$ cat src/rtl/cpu_run_ctrl_if.sv
// cpu_run_ctrl_if
// Bundle between the board-side button/debug logic plus the core's PC, and the
// run/step/breakpoint controller.
//
// Signals:
//   btn_run, btn_step, btn_halt : debounced button levels
//   bp_en, bp_addr              : breakpoint enable and address
//   pc                          : core's current PC (instruction about to execute)
//   cpu_en                      : core enable, one instruction commits per clk when 1
//   state_o                     : 00 HALT, 01 RUN, 10 STEP, 11 BREAK
//   halted                      : 1 in HALT or BREAK
//   instr_cnt                   : number of cycles with cpu_en = 1
//
// Modports:
//   master : board/core side, drives buttons, breakpoint and pc
//   slave  : the controller itself
interface cpu_run_ctrl_if #(
    parameter int PC_W  = 32,
    parameter int CNT_W = 32
);
    logic             btn_run;
    logic             btn_step;
    logic             btn_halt;
    logic             bp_en;
    logic [PC_W-1:0]  bp_addr;
    logic [PC_W-1:0]  pc;
    logic             cpu_en;
    logic [1:0]       state_o;
    logic             halted;
    logic [CNT_W-1:0] instr_cnt;

    modport master (
        output btn_run, btn_step, btn_halt, bp_en, bp_addr, pc,
        input  cpu_en, state_o, halted, instr_cnt
    );

    modport slave (
        input  btn_run, btn_step, btn_halt, bp_en, bp_addr, pc,
        output cpu_en, state_o, halted, instr_cnt
    );
endinterface

$ cat src/rtl/cpu_run_ctrl.sv
// cpu_run_ctrl
// Run/step/breakpoint controller for the single-cycle RISC-V core. Turns the
// debounced board buttons and the core's PC into the clock-enable that gates
// PC, register-file and memory writes.
//
// Ports:
//   clk : system clock
//   rst : asynchronous, active-high reset
//   bus : cpu_run_ctrl_if.slave (buttons, breakpoint, pc in; cpu_en, state_o,
//         halted, instr_cnt out)
//
// The PC_W and CNT_W parameters must match the ones given to the interface.
module cpu_run_ctrl #(
    parameter int PC_W        = 32,
    parameter int STEP_CYCLES = 1,
    parameter int CNT_W       = 32
) (
    input  logic           clk,
    input  logic           rst,
    cpu_run_ctrl_if.slave  bus
);

    localparam int SC_W = $clog2(STEP_CYCLES + 1);
    localparam logic [SC_W-1:0] STEP_LAST = SC_W'(STEP_CYCLES - 1);

    typedef enum logic [1:0] {
        HALT = 2'b00,
        RUN  = 2'b01,
        STEP = 2'b10,
        BRK  = 2'b11
    } state_t;

    state_t           state_q, state_d;
    logic             prevRun_q, prevStep_q, prevHalt_q;
    logic             skip_q, skip_d;
    logic [SC_W-1:0]  step_cnt_q, step_cnt_d;
    logic [CNT_W-1:0] instr_cnt_q, instr_cnt_d;

    logic runRise, stepRise, haltRise, hit, cpuEn;

    assign runRise  = bus.btn_run  & ~prevRun_q;
    assign stepRise = bus.btn_step & ~prevStep_q;
    assign haltRise = bus.btn_halt & ~prevHalt_q;

    // skip masks the breakpoint on the first RUN cycle so a run can resume
    // from the very address it broke on.
    assign hit = bus.bp_en & (PC_W'(bus.pc) == PC_W'(bus.bp_addr)) & ~skip_q;

    // Prev-button flops come out of reset at 1 so a button that is already
    // held when reset releases is not mistaken for a fresh press.
    always_ff @(posedge clk or posedge rst) begin
        if (rst) begin
            state_q     <= HALT;
            prevRun_q   <= 1'b1;
            prevStep_q  <= 1'b1;
            prevHalt_q  <= 1'b1;
            skip_q      <= 1'b0;
            step_cnt_q  <= '0;
            instr_cnt_q <= '0;
        end else begin
            state_q     <= state_d;
            prevRun_q   <= bus.btn_run;
            prevStep_q  <= bus.btn_step;
            prevHalt_q  <= bus.btn_halt;
            skip_q      <= skip_d;
            step_cnt_q  <= step_cnt_d;
            instr_cnt_q <= instr_cnt_d;
        end
    end

    // Next state and the Mealy core enable. Halt wins over run, run over step.
    // A halt press suppresses the commit in the same cycle it is seen.
    always_comb begin
        state_d    = state_q;
        skip_d     = skip_q;
        step_cnt_d = step_cnt_q;
        cpuEn      = 1'b0;
        case (state_q)
            HALT: begin
                if (!haltRise) begin
                    if (runRise) begin
                        state_d = RUN;
                        skip_d  = 1'b1;
                    end else if (stepRise) begin
                        state_d    = STEP;
                        step_cnt_d = '0;
                    end
                end
            end
            RUN: begin
                cpuEn  = ~hit & ~haltRise;
                skip_d = 1'b0;
                if (haltRise) begin
                    state_d = HALT;
                end else if (hit) begin
                    state_d = BRK;
                end
            end
            STEP: begin
                cpuEn = ~haltRise;
                if (haltRise) begin
                    state_d = HALT;
                end else begin
                    step_cnt_d = step_cnt_q + SC_W'(1);
                    if (step_cnt_q == STEP_LAST) begin
                        state_d = HALT;
                    end
                end
            end
            BRK: begin
                if (haltRise) begin
                    state_d = HALT;
                end else if (runRise) begin
                    state_d = RUN;
                    skip_d  = 1'b1;
                end else if (stepRise) begin
                    state_d    = STEP;
                    step_cnt_d = '0;
                end
            end
            default: begin
                state_d = HALT;
            end
        endcase
        instr_cnt_d = cpuEn ? instr_cnt_q + CNT_W'(1) : instr_cnt_q;
    end

    assign bus.cpu_en    = cpuEn;
    assign bus.state_o   = state_q;
    assign bus.halted    = (state_q == HALT) || (state_q == BRK);
    assign bus.instr_cnt = instr_cnt_q;

endmodule

$ cat src/flat_wrapper.sv
// flat-port wrapper written by rule: the top's interface ports become plain ports
module cpu_run_ctrl_flat 
#(
    parameter int PC_W        = 32,
    parameter int STEP_CYCLES = 1,
    parameter int CNT_W       = 32
)
  (clk, rst, bus_btn_run, bus_btn_step, bus_btn_halt, bus_bp_en, bus_bp_addr, bus_pc, bus_cpu_en, bus_state_o, bus_halted, bus_instr_cnt);
  cpu_run_ctrl_if #(.PC_W(PC_W), .CNT_W(CNT_W)) bus_i ();
  input  logic clk;
  input  logic rst;
  input wire logic [$bits(bus_i.btn_run)-1:0] bus_btn_run;
  input wire logic [$bits(bus_i.btn_step)-1:0] bus_btn_step;
  input wire logic [$bits(bus_i.btn_halt)-1:0] bus_btn_halt;
  input wire logic [$bits(bus_i.bp_en)-1:0] bus_bp_en;
  input wire logic [$bits(bus_i.bp_addr)-1:0] bus_bp_addr;
  input wire logic [$bits(bus_i.pc)-1:0] bus_pc;
  output wire logic [$bits(bus_i.cpu_en)-1:0] bus_cpu_en;
  output wire logic [$bits(bus_i.state_o)-1:0] bus_state_o;
  output wire logic [$bits(bus_i.halted)-1:0] bus_halted;
  output wire logic [$bits(bus_i.instr_cnt)-1:0] bus_instr_cnt;
  assign bus_i.btn_run = bus_btn_run;
  assign bus_i.btn_step = bus_btn_step;
  assign bus_i.btn_halt = bus_btn_halt;
  assign bus_i.bp_en = bus_bp_en;
  assign bus_i.bp_addr = bus_bp_addr;
  assign bus_i.pc = bus_pc;
  assign bus_cpu_en = bus_i.cpu_en;
  assign bus_state_o = bus_i.state_o;
  assign bus_halted = bus_i.halted;
  assign bus_instr_cnt = bus_i.instr_cnt;
  cpu_run_ctrl #(.PC_W(PC_W), .STEP_CYCLES(STEP_CYCLES), .CNT_W(CNT_W)) u_core (.clk(clk), .rst(rst), .bus(bus_i));
endmodule
$ cat config.mk
export PLATFORM = sky130hd
export DESIGN_NAME = cpu_run_ctrl_flat
export DESIGN_NICKNAME = d
export VERILOG_FILES = /design/src/rtl/cpu_run_ctrl_if.sv /design/src/rtl/cpu_run_ctrl.sv /design/src/flat_wrapper.sv
export SDC_FILE = /design/constraint.sdc
export NUM_CORES = 1
export LEC_CHECK = 0
export ABC_AREA = 1
export BUFFER_PORTS_ARGS = -buffer_cell sky130_fd_sc_hd__buf_2
export CAP_MARGIN = 20
export CORE_MARGIN = 2
export CORE_UTILIZATION = 53
export DETAILED_ROUTE_END_ITERATION = 8
export PLACE_DENSITY = 0.89
export SETUP_SLACK_MARGIN = 0.15
export SLEW_MARGIN = 20
export SYNTH_ARGS = -nofsm -noshare
export SYNTH_HDL_FRONTEND = slang
export SYNTH_SLANG_ARGS = --single-unit
$ cat constraint.sdc
create_clock -name clk -period 2.48 [get_ports clk]
set_input_delay 0.124 -clock clk [delete_from_list [all_inputs] [get_ports clk]]
set_output_delay 0.124 -clock clk [all_outputs]
set_load 0.01 [all_outputs]
## Word level (Yosys, flattened, before mapping)

Cells that the tools add are included.

- Output and inout port bits: 36
- Register bits after elaboration: 39

- Add/sub/neg operators: 2
- Equality and inequality tests: 12
- Reductions and logical operators: 8
- Muxes and demuxes: 18
- Bitwise operators: 12

Operators with widths:

| kind | count |
|---|---|
| adder 32 x 1 -> 32 bit, second input constant | 1 |
| == test 32 bit | 1 |
| two-way mux 2 bit | 8 |
| != test 2 bit, second input constant | 4 |
| case mux 2 bit (4 select lines) | 1 |
| AND 1 bit | 6 |
| two-way mux 1 bit | 6 |
| inverter 1 bit | 6 |
| case mux 1 bit (2 select lines) | 3 |
| AND reduction 3 bit | 2 |
| AND reduction 5 bit | 1 |
| == test 2 bit, second input constant | 2 |
| != test 2 x 1 -> 1 bit, second input constant | 2 |
| nonzero test 2 bit | 2 |
| != test 3 x 1 -> 1 bit, second input constant | 1 |
| != test 3 bit, second input constant | 1 |
| == test 2 x 1 -> 1 bit, second input constant | 1 |
| zero test 2 bit | 1 |
| OR reduction 2 bit | 1 |
| adder 1 bit, second input constant | 1 |
| logical OR 1 bit | 1 |

## Depth between registers and ports, before layout

Gate-level depths: netlist (run 1).

- Depth in word-level cells: 6
- Mapped depth: 15

## Worst setup path after synthesis (run 1)

Ideal clock, no wire load.

- Path kind: reg2reg
- Start: reg u_core.state_q[0], in the netlist u_core.bus.state_o[0]
- End: reg u_core.step_cnt_q
- Stages on the path, launching flop included: 8
- Arrival time: 1579 ps
- Period minus slack after synthesis: 1661 ps
- Path buffers: 1
- Slack: 819 ps
- Path through: dfrtp_1 -> inv_1 -> ha_1 -> buf_2 -> a21oi_1 -> a2111oi_0 -> nand3_1 -> o21ai_0

- Longest elaborated chain between the ends: 4
- Elaborated cells on any way between the ends: 11

Ends and longest elaborated chain:

| item | RTL line | RTL |
|---|---|---|
| start: declaration | cpu_run_ctrl.sv:33 | `state_t state_q, state_d;` |
| start signal: assignment | cpu_run_ctrl.sv:61 | `state_q <= state_d;` |
| == test 2 bit / zero test 2 bit (equally long branches) | cpu_run_ctrl.sv:78 | `case (state_q)` |
| OR reduction 2 bit (no source line) | -- |  |
| != test 2 bit (no source line) (tied with other cells) | -- |  |
| AND reduction 5 bit (no source line) | -- |  |
| end signal: assignment | cpu_run_ctrl.sv:66 | `step_cnt_q <= step_cnt_d;` |
| end: declaration | cpu_run_ctrl.sv:36 | `logic [SC_W-1:0] step_cnt_q, step_cnt_d;` |

Several ways; a longest one is shown, not always the timed one.
A chain may end at the register's enable or synchronous reset.

## Final worst setup path (run 1)

Same ends and word-level chain as after synthesis.

==> results of run 1 <==
==> logic make-up after synthesis <==
group	after synthesis
XOR/XNOR	40
buffers and inverters	80
AND/OR/NAND/NOR	285
adder cells (fa/ha/maj)	6
AO/OA/AOI/OAI	19
flip-flops	39
==> power by group through the flow <==
stage / logic, W / registers [W] / clock network (W)
floorplan: 0.000635 / 0.000785 / 0
global placement: 0.000841 / 0.000771 / 0
detailed placement: 0.000867 / 0.000782 / 0
CTS: 0.000878 / 0.000770 / 0.000472
global route: 0.000986 / 0.000780 / 0.000502
finish: 0.000880 / 0.000771 / 0.000465
==> metrics by stage <==
stage / instance area [sq um] / instances / hold WS (ps) / power (W)
2_1_floorplan: 3070 / 469 / 128 / 0.00142
3_3_place_gp: 3630 / 639 / 240 / 0.00161
3_5_place_dp: 3630 / 639 / 243 / 0.00165
4_1_cts: 3770 / 651 / 475 / 0.00212
5_1_grt: 3770 / 651 / 467 / 0.00227
6_report: 3770 / 651 / 473 / 0.00212
==> state kept, by name, indices dropped and copies added, names as in the netlist <==
name and flops:
u_core.bus.instr_cnt 32, u_core.bus.state_o 2, u_core.prevStep_q 1, u_core.skip_q 1
u_core.step_cnt_q 1, u_core.prevRun_q 1, u_core.prevHalt_q 1
==> cell type report <==
type	instances	share of cell area
multi-input cells	350	0.465
flip-flops and latches	39	0.260
repair buffers	112	0.156
inverters	70	0.0697
well taps	72	0.0239
clock buffers	7	0.0229
clock inverters	1	0.00232
==> worst max-delay path by stage <==
stage / cells past startpoint / from / endpoint
global route: 9 / u_core.bus.state_o[1]$_DFFE_PP0P_ / bus_cpu_en
detailed placement: 6 / u_core.bus.state_o[0]$_DFFE_PP0P_ / u_core.step_cnt_q$_DFFE_PP0P_
global placement: 6 / u_core.bus.state_o[1]$_DFFE_PP0P_ / u_core.step_cnt_q$_DFFE_PP0P_
finish: 6 / u_core.bus.state_o[0]$_DFFE_PP0P_ / u_core.step_cnt_q$_DFFE_PP0P_
CTS: 9 / u_core.bus.state_o[1]$_DFFE_PP0P_ / bus_cpu_en
floorplan: 7 / u_core.bus.state_o[0]$_DFFE_PP0P_ / u_core.step_cnt_q$_DFFE_PP0P_
==> worst max-delay path, stage by stage, from the launching register on <==
cell and delay [ps]:
dfrtp_1 430, inv_1 110, ha_1 440, nor2_1 110, a2111oi_0 590, nand3_1 170
o21ai_0 110
==> what timing repair did <==
item                       4_1_cts  5_1_grt
hold buffers                     4        0
setup endpoints to repair        0        0
hold endpoints to repair        18        0
==> per-layer routing <==
metal | track usage | vias to the layer above | share of wire
li1 | - | 1660 | -
met1 | 0.354 | 1490 | 0.43
met2 | 0.447 | 140 | 0.47
met3 | 0.0539 | 13 | 0.082
met4 | 0.0847 | 0 | 0.015
met5 | 0 | - | 0
==> synthesized netlist by cell type <==
master | n | area (sq um)
xnor2_1 | 16 | 140
xor2_1 | 24 | 210
buf_1 | 1 | 3.75
nor3_4 | 2 | 32.5
a2111oi_0 | 1 | 8.76
a22o_1 | 1 | 8.76
o22ai_1 | 2 | 12.5
nor3_2 | 3 | 30.0
inv_1 | 68 | 255
nor4_1 | 1 | 6.26
nand3_1 | 39 | 195
nor3b_1 | 2 | 15.0
nand2_1 | 170 | 638
inv_2 | 2 | 7.51
a21oi_1 | 4 | 20.0
dfrtp_1 | 36 | 901
buf_2 | 4 | 20.0
nand4_1 | 8 | 50.1
nand2_2 | 3 | 18.8
dfstp_2 | 3 | 78.8
nor3_1 | 7 | 35.0
buf_4 | 2 | 15.0
nand2_4 | 1 | 11.3
nor2_1 | 47 | 176
buf_6 | 3 | 33.8
o21ai_0 | 10 | 50.1
a21o_1 | 1 | 7.51
nor2_2 | 2 | 12.5
ha_1 | 6 | 75.1
==> reports/summary.txt, run 1 <==
NetSw - 0.000909 W
final-report hold violation count - 0
synth warn - 0
shortest period the worst path allows - 2040 ps
Mean Syn Cell Area - 6.54 sq um
Worst setup EP type - flip-flop
WS Path Type - reg -> reg
Avg WL per Cell - 12.5 um
FP Rows - 27
commonest non-fill, non-tap cell in the layout - nand2_1
DP Worst Slack - 563 ps
initial antenna violation count - 0
Final Wtd Congestion - 0.953
total routed wirelength - 8120 um
Sw Ratio - 0.430
CTS clk-pin slew, worst paths - 80 ps
simple-gate area share of the yosys netlist - 0.398
die height - 80.1 um
Post-DP HPWL - 6260 um
main combinational cell family by area after synthesis - simple AND/OR/NAND/NOR gates
input/output buffers - 105
CTS tree - done
diodes inserted - 0
max_cap viols - 0
final net count - 654
Reg area - 980 sq um
worst-margin pin slew - 708 ps
worst r2r src - u_core.bus.state_o[0]$_DFFE_PP0P_
register bit count reported by yosys - 39
Synth Area in Compound Gates - 0.0351
cts repair resizes - 0
drt via density - 5.07
count of cell types in the netlist - 29
clk sinks - 39
DIE AREA - 6420 sq um
Tcrit/Tclk final - 0.823
pwr/cell area - 561 nW/um^2
antenna-violating nets left - 0
Core ar. - 5540 sq um
Flop pwr share - 0.364
Worst Hold Class - in -> async
Synth Area in Adders - 0.0245
first drt pass iteration count - 5
static leakage - 2.24 nW
GRT Resource Usage Total - 0.269
Worst EP arrival - 2260 ps
violation count after the first detailed-route iteration - 197
multiplexer area fraction after synthesis - 0
Worst R2R End - u_core.step_cnt_q$_DFFE_PP0P_
share of cells above drive strength 1 - 0.226
setup bufs post-CTS - 0
CTS buffer count - 5
DRC viols - 0
Max VDD drop - 0.462 mV
critical path launch point type - flip-flop
Seq/Total Area, Yosys - 0.319
Clk pwr share - 0.220
Fillers - 513
most frequent cells in the layout - 170 x nand2_1, 105 x buf_2, 68 x inv_1
Die X - 80.1 um
vias in the first global route - 3111
Fin Setup TNS - 0 ps
CTS max path bufs - 2
routed via count - 3303
area of the multi-input gates - 1750 sq um
status - finished, final reports clean
IO Pins - 106
clock skew - 9.71 ps
RSZ-0062 raised after global routing - no
Worst slew margin - 0.527
CP Data Required Time - 2690 ps
Pint - 0.00121 W
utilization after layout - 0.680
Worst R2R Path Depth - 6
first-pass GRT wire length - 13800 um
GRT overflow - 0
H-tree levels - 2
Mapped Area - 3070 sq um
final worst slack - 439 ps
P&R area growth vs syn - 22.8%
Max Fclk - 490 MHz
R2R setup slack - 440 ps
XOR/XNOR Fraction of Synth Area - 0.114
Synth Instances - 469
pins over their slew limit - 0
combinational fraction of design power - 0.416
largest net degree at the start of global routing - 34
Syn Nets - 545
Starting Density - 0.554
Setup-failing EPs final - 0
CP Max Fanout - 6
Root Buffer - clkbuf_8
Skew-Pair Late Insertion Delay - 300 ps
Power figures use the tool's default switching activity.
==> inputs of run 2 (changes only) <==
--- a/config.mk
+++ b/config.mk
@@ -9,9 +9,9 @@
 export BUFFER_PORTS_ARGS = -buffer_cell sky130_fd_sc_hd__buf_2
 export CAP_MARGIN = 20
 export CORE_MARGIN = 2
-export CORE_UTILIZATION = 53
+export CORE_UTILIZATION = 51
 export DETAILED_ROUTE_END_ITERATION = 8
-export PLACE_DENSITY = 0.89
+export PLACE_DENSITY = 0.86
 export SETUP_SLACK_MARGIN = 0.15
 export SLEW_MARGIN = 20
 export SYNTH_ARGS = -nofsm -noshare
==> constraint.sdc (replaced) <==
create_clock -name clk -period 2.13 [get_ports clk]
set_input_delay 0.1065 -clock clk [delete_from_list [all_inputs] [get_ports clk]]
set_output_delay 0.1065 -clock clk [all_outputs]
set_load 0.01 [all_outputs]
==> run 2 against run 1 <==
Net effect: worst hold slack worse by 17 ps; critical path depth increased by 3; via count up 0.33%.
==> reports/summary.txt, run 2 (synthesis gave the netlist of run 1 again) <==
first-pass GRT wire length - 13300 um
total power - 0.00268 W
final-report hold violation count - 0
first drt pass iteration count - 4
Post-DP HPWL - 6220 um
P&R area growth vs syn - 25.5%
input/output buffers - 105
Largest register FFs - 32
DRC viols - 0
Max VDD drop - 0.588 mV
initial antenna violation count - 0
Worst EP arrival - 1740 ps
final net count - 660
largest net degree at the start of global routing - 40
Worst R2R Path Depth - 9
Die X - 81.6 um
CTS buffer count - 5
static leakage - 2.27 nW
Core ar. - 5850 sq um
Starting Density - 0.525
DIE AREA - 6650 sq um
share of cells above drive strength 1 - 0.235
status - finished, final reports clean
H-tree levels - 2
Final Wtd Congestion - 0.919
final worst slack - 282 ps
antenna-violating nets left - 0
pwr/cell area - 696 nW/um^2
total routed wirelength - 8340 um
commonest non-fill, non-tap cell in the layout - nand2_1
die height - 81.6 um
CTS max path bufs - 2
Root Buffer - clkbuf_8
Fin Setup TNS - 0 ps
CP Max Fanout - 7
Max Fclk - 541 MHz
pins over their slew limit - 0
Worst setup EP type - output pin
DP Worst Slack - 397 ps
clk sinks - 39
worst-margin pin slew - 569 ps
Worst slew margin - 0.620
violation count after the first detailed-route iteration - 171
max_cap viols - 0
Avg WL per Cell - 12.6 um
shortest period the worst path allows - 1850 ps
CTS clk-pin slew, worst paths - 80 ps
Worst R2R End - u_core.bus.instr_cnt[10]$_DFFE_PP0P_
diodes inserted - 0
Worst Hold Class - in -> async
FP Rows - 28
GRT overflow - 0
routed via count - 3314
cell total after placement - 643
drt via density - 5.03
RSZ-0062 raised after global routing - yes
most frequent cells in the layout - 169 x nand2_1, 105 x buf_2, 68 x inv_1
non-filler cells, final - 659
critical path launch point type - flip-flop
Setup-failing EPs final - 0
GRT Resource Usage Total - 0.256
CP Data Required Time - 2020 ps
R2R setup slack - 290 ps
placed inst area - 3650 sq um
Skew-Pair Late Insertion Delay - 300 ps
IO Pins - 106
Tcrit/Tclk final - 0.868
CTS tree - done
vias in the first global route - 3033
worst r2r src - u_core.bus.state_o[1]$_DFFE_PP0P_
post-route cell area - 3850 sq um
WS Path Type - reg -> out
clock skew - 14.7 ps
==> run 2: worst max-delay path by stage <==
| stage | from | to | slack, ps | depth (start not counted) |
|---|---|---|---|---|
| 2_1_floorplan | u_core.bus.state_o[0]$_DFFE_PP0P_ | u_core.step_cnt_q$_DFFE_PP0P_ | 470 | 7 |
| 3_3_place_gp | u_core.bus.state_o[0]$_DFFE_PP0P_ | bus_cpu_en | 470 | 6 |
| 3_5_place_dp | u_core.bus.state_o[1]$_DFFE_PP0P_ | bus_cpu_en | 400 | 6 |
| 4_1_cts | u_core.bus.state_o[1]$_DFFE_PP0P_ | bus_cpu_en | 210 | 6 |
| 5_1_grt | u_core.bus.state_o[1]$_DFFE_PP0P_ | bus_cpu_en | 140 | 9 |
| 6_report | u_core.bus.state_o[1]$_DFFE_PP0P_ | bus_cpu_en | 280 | 9 |
==> run 2: power breakdown <==
group / switching (W) / internal (W) / total [W]
logic: 0.000779 / 0.000406 / 0.00119
registers: 0.0000787 / 0.000813 / 0.000892
clock network: 0.000261 / 0.000344 / 0.000604
total: 0.00112 / 0.00156 / 0.00268
==> run 2: through the flow <==
stage               hold slack (ps)   util
global placement                224  0.623
finish                          457  0.658
floorplan                       111      -
detailed placement              226  0.623
CTS                             462  0.650
global route                    477  0.658
==> run 2: routing by layer <==
layer	global-route usage	wire, um	vias to the layer above	part of all wire
met5	0	0	-	0
met4	0.0733	136	0	0.016
met3	0.0516	737	14	0.088
met2	0.462	4060	129	0.49
met1	0.307	3400	1504	0.41
li1	-	-	1667	-
==> run 2: final cells by class <==
type                    instances  area (sq um)
clock buffers                   6          72.6
clock inverters                 1          30.0
fillers                       534          2000
inverters                      70           263
multi-input cells             351          1780
flip-flops and latches         39           980
well taps                      75          93.8
repair buffers                117           629
==> run 2: critical path, stage by stage, from the launching register on <==
cell and delay, ps:
dfrtp_1 450, inv_1 130, ha_1 210, inv_1 70
nor2_1 130, nand2_2 90, nand2_4 120, nand2_8 80
inv_1 50, buf_2 110
==> run 2: what timing repair did <==
| action | 4_1_cts | 5_1_grt |
|---|---|---|
| resized for setup | 2 | 3 |
| hold buffers | 4 | 0 |
| endpoints found under the setup margin | 1 | 2 |
| endpoints found under the hold margin | 39 | 0 |
| pin swaps | 0 | 1 |
| cloned | 0 | 1 |
| buffers inserted | 0 | 4 |
==> inputs of run 3 (changes only) <==
--- a/config.mk
+++ b/config.mk
@@ -9,9 +9,9 @@
 export BUFFER_PORTS_ARGS = -buffer_cell sky130_fd_sc_hd__buf_2
 export CAP_MARGIN = 20
 export CORE_MARGIN = 2
-export CORE_UTILIZATION = 51
+export CORE_UTILIZATION = 50
 export DETAILED_ROUTE_END_ITERATION = 8
-export PLACE_DENSITY = 0.86
+export PLACE_DENSITY = 0.85
 export SETUP_SLACK_MARGIN = 0.15
 export SLEW_MARGIN = 20
 export SYNTH_ARGS = -nofsm -noshare
==> run 3 against run 2 <==
Net effect: setup slack worse by 100 ps; critical endpoint unchanged; worst hold slack gained 11 ps; register-to-register slack got worse by 20 ps; die area increased by 1.9%; critical path depth rose by 2; first-iteration DRC count is 11% lower; sequential power is essentially flat; final area shrank 0.84%; clock skew is 0.51 ps higher; routed wire length shrank 3.2%.
==> reports/summary.txt, run 3 (synthesis gave the netlist of run 1 again) <==
final worst slack - 178 ps
cell mode on critical path - nand2_1
met1 Track Usage GR - 0.277
total power - 0.00253 W
violation count after the first detailed-route iteration - 152
first drt pass iteration count - 5
total routed wirelength - 8070 um
IO Pins - 106
Max Fclk - 512 MHz
crit path from - u_core.skip_q$_DFFE_PP0P_
busiest grt layer - met2
CTS tree - done
clk sinks - 39
CP Max Fanout - 12
max_cap viols - 0
GRT overflow - 0
final-report hold violation count - 0
initial antenna violation count - 0
share of cells above drive strength 1 - 0.233
Skew-Pair Late Insertion Delay - 290 ps
WS Path Type - reg -> out
Worst EP arrival - 1850 ps
CP Data Required Time - 2020 ps
Avg WL per Cell - 12.2 um
CTS max path bufs - 2
Setup-failing EPs final - 0
CTS buffer count - 5
worst-margin pin slew - 503 ps
Core ar. - 5920 sq um
Worst setup EP type - output pin
Starting Density - 0.518
Die X - 82.3 um
critical path launch point type - flip-flop
routed via count - 3336
FP Rows - 28
input/output buffers - 105
Crit-path slowest cell - dfrtp_1
Final Wtd Congestion - 0.928
clock skew - 15.2 ps
static leakage - 2.25 nW
drt via density - 5.06
P&R area growth vs syn - 24.4%
RSZ-0062 raised after global routing - yes
Root Buffer - clkbuf_8
M2 GR Usage - 0.444
Tcrit/Tclk final - 0.916
Max VDD drop - 0.497 mV
pins over their slew limit - 0
commonest non-fill, non-tap cell in the layout - nand2_1
DRC viols - 0
Crit path largest cell delay - 400 ps
met3 GRT Util - 0.0467
DP Worst Slack - 288 ps
CTS clk-pin slew, worst paths - 80 ps
Fin Setup TNS - 0 ps
status - finished, final reports clean
utilization after layout - 0.645
CP Cell Sequence - a21oi_1, nand2_1, nor2_1, nand2_1, nor2_1, nand3_1, nand2_1, nand2_2, nand2_8, inv_1, buf_2
Post-DP HPWL - 6270 um
vias in the first global route - 3133
GRT Resource Usage Total - 0.243
die height - 82.3 um
DIE AREA - 6780 sq um
antenna-violating nets left - 0
most frequent cells in the layout - 170 x nand2_1, 105 x buf_2, 68 x inv_1
diodes inserted - 0
pwr/cell area - 662 nW/um^2
Largest register FFs - 32
worst r2r src - u_core.bus.state_o[1]$_DFFE_PP0P_
first-pass GRT wire length - 12900 um
Worst slew margin - 0.664
Bufs and invs on worst path - 2
H-tree levels - 2
CP top delay family - simple AND/OR/NAND/NOR gates
Worst Hold Class - in -> async
final net count - 659
largest net degree at the start of global routing - 40
shortest period the worst path allows - 1950 ps
## run 3: cell count changes in the layout (fill, tap and decap cells not counted), sizes merged
cell	delta
buf	-1
bufinv	-1
clkinv	+1
clkinvlp	+1
## run 3: layout make-up
| type | instances | area (sq um) |
|---|---|---|
| clock buffers | 6 | 72.6 |
| clock inverters | 2 | 12.5 |
| fillers | 544 | 2100 |
| inverters | 70 | 263 |
| multi-input cells | 351 | 1780 |
| flip-flops and latches | 39 | 980 |
| well taps | 75 | 93.8 |
| repair buffers | 116 | 622 |
## run 3: worst register-to-register path, delay by kind of cell, from the launching register on
kind / cells / cell delay, ps
flops: 1 / 440
fa+ha+maj: 1 / 210
buf+inv: 3 / 550
simple gates: 5 / 600
## run 3: report_power, final
| group | internal (W) | switching (W) |
|---|---|---|
| Combinational | 0.000391 | 0.000754 |
| Clock | 0.000229 | 0.000262 |
| Sequential | 0.000813 | 0.0000809 |
| Total | 0.00143 | 0.00110 |
## run 3: routing by layer
metal	wire length (um)	vias up
met3	631	15
met2	3890	128
li1	-	1669
met4	136	0
met1	3410	1524
met5	0	-
## run 3: worst paths after layout
kind	to	slack [ps]	depth (start not counted)
min in group clk	u_core.prevHalt_q$_DFF_PP1_	470	2
hold / removal	u_core.bus.instr_cnt[7]$_DFFE_PP0P_	470	4
setup / recovery	bus_cpu_en	180	11
hold reg to reg	u_core.skip_q$_DFFE_PP0P_	550	1
setup reg to reg	u_core.bus.instr_cnt[3]$_DFFE_PP0P_	270	9
max in group asynchronous	u_core.prevStep_q$_DFF_PP1_	1300	4
## run 3: through the flow
stage	hold WS, ps	instances	area (sq um)
floorplan	111	469	3070
global placement	224	643	3650
detailed placement	223	643	3650
CTS	466	655	3780
global route	483	659	3820
finish	468	659	3820
## run 3: timing repair
item	CTS	global route
hold endpoints to repair	39	0
endpoints found under the setup margin	1	2
cloned	0	1
gates resized for setup	2	1
hold buffers	4	0
pin swaps	0	1
buffers inserted	0	3
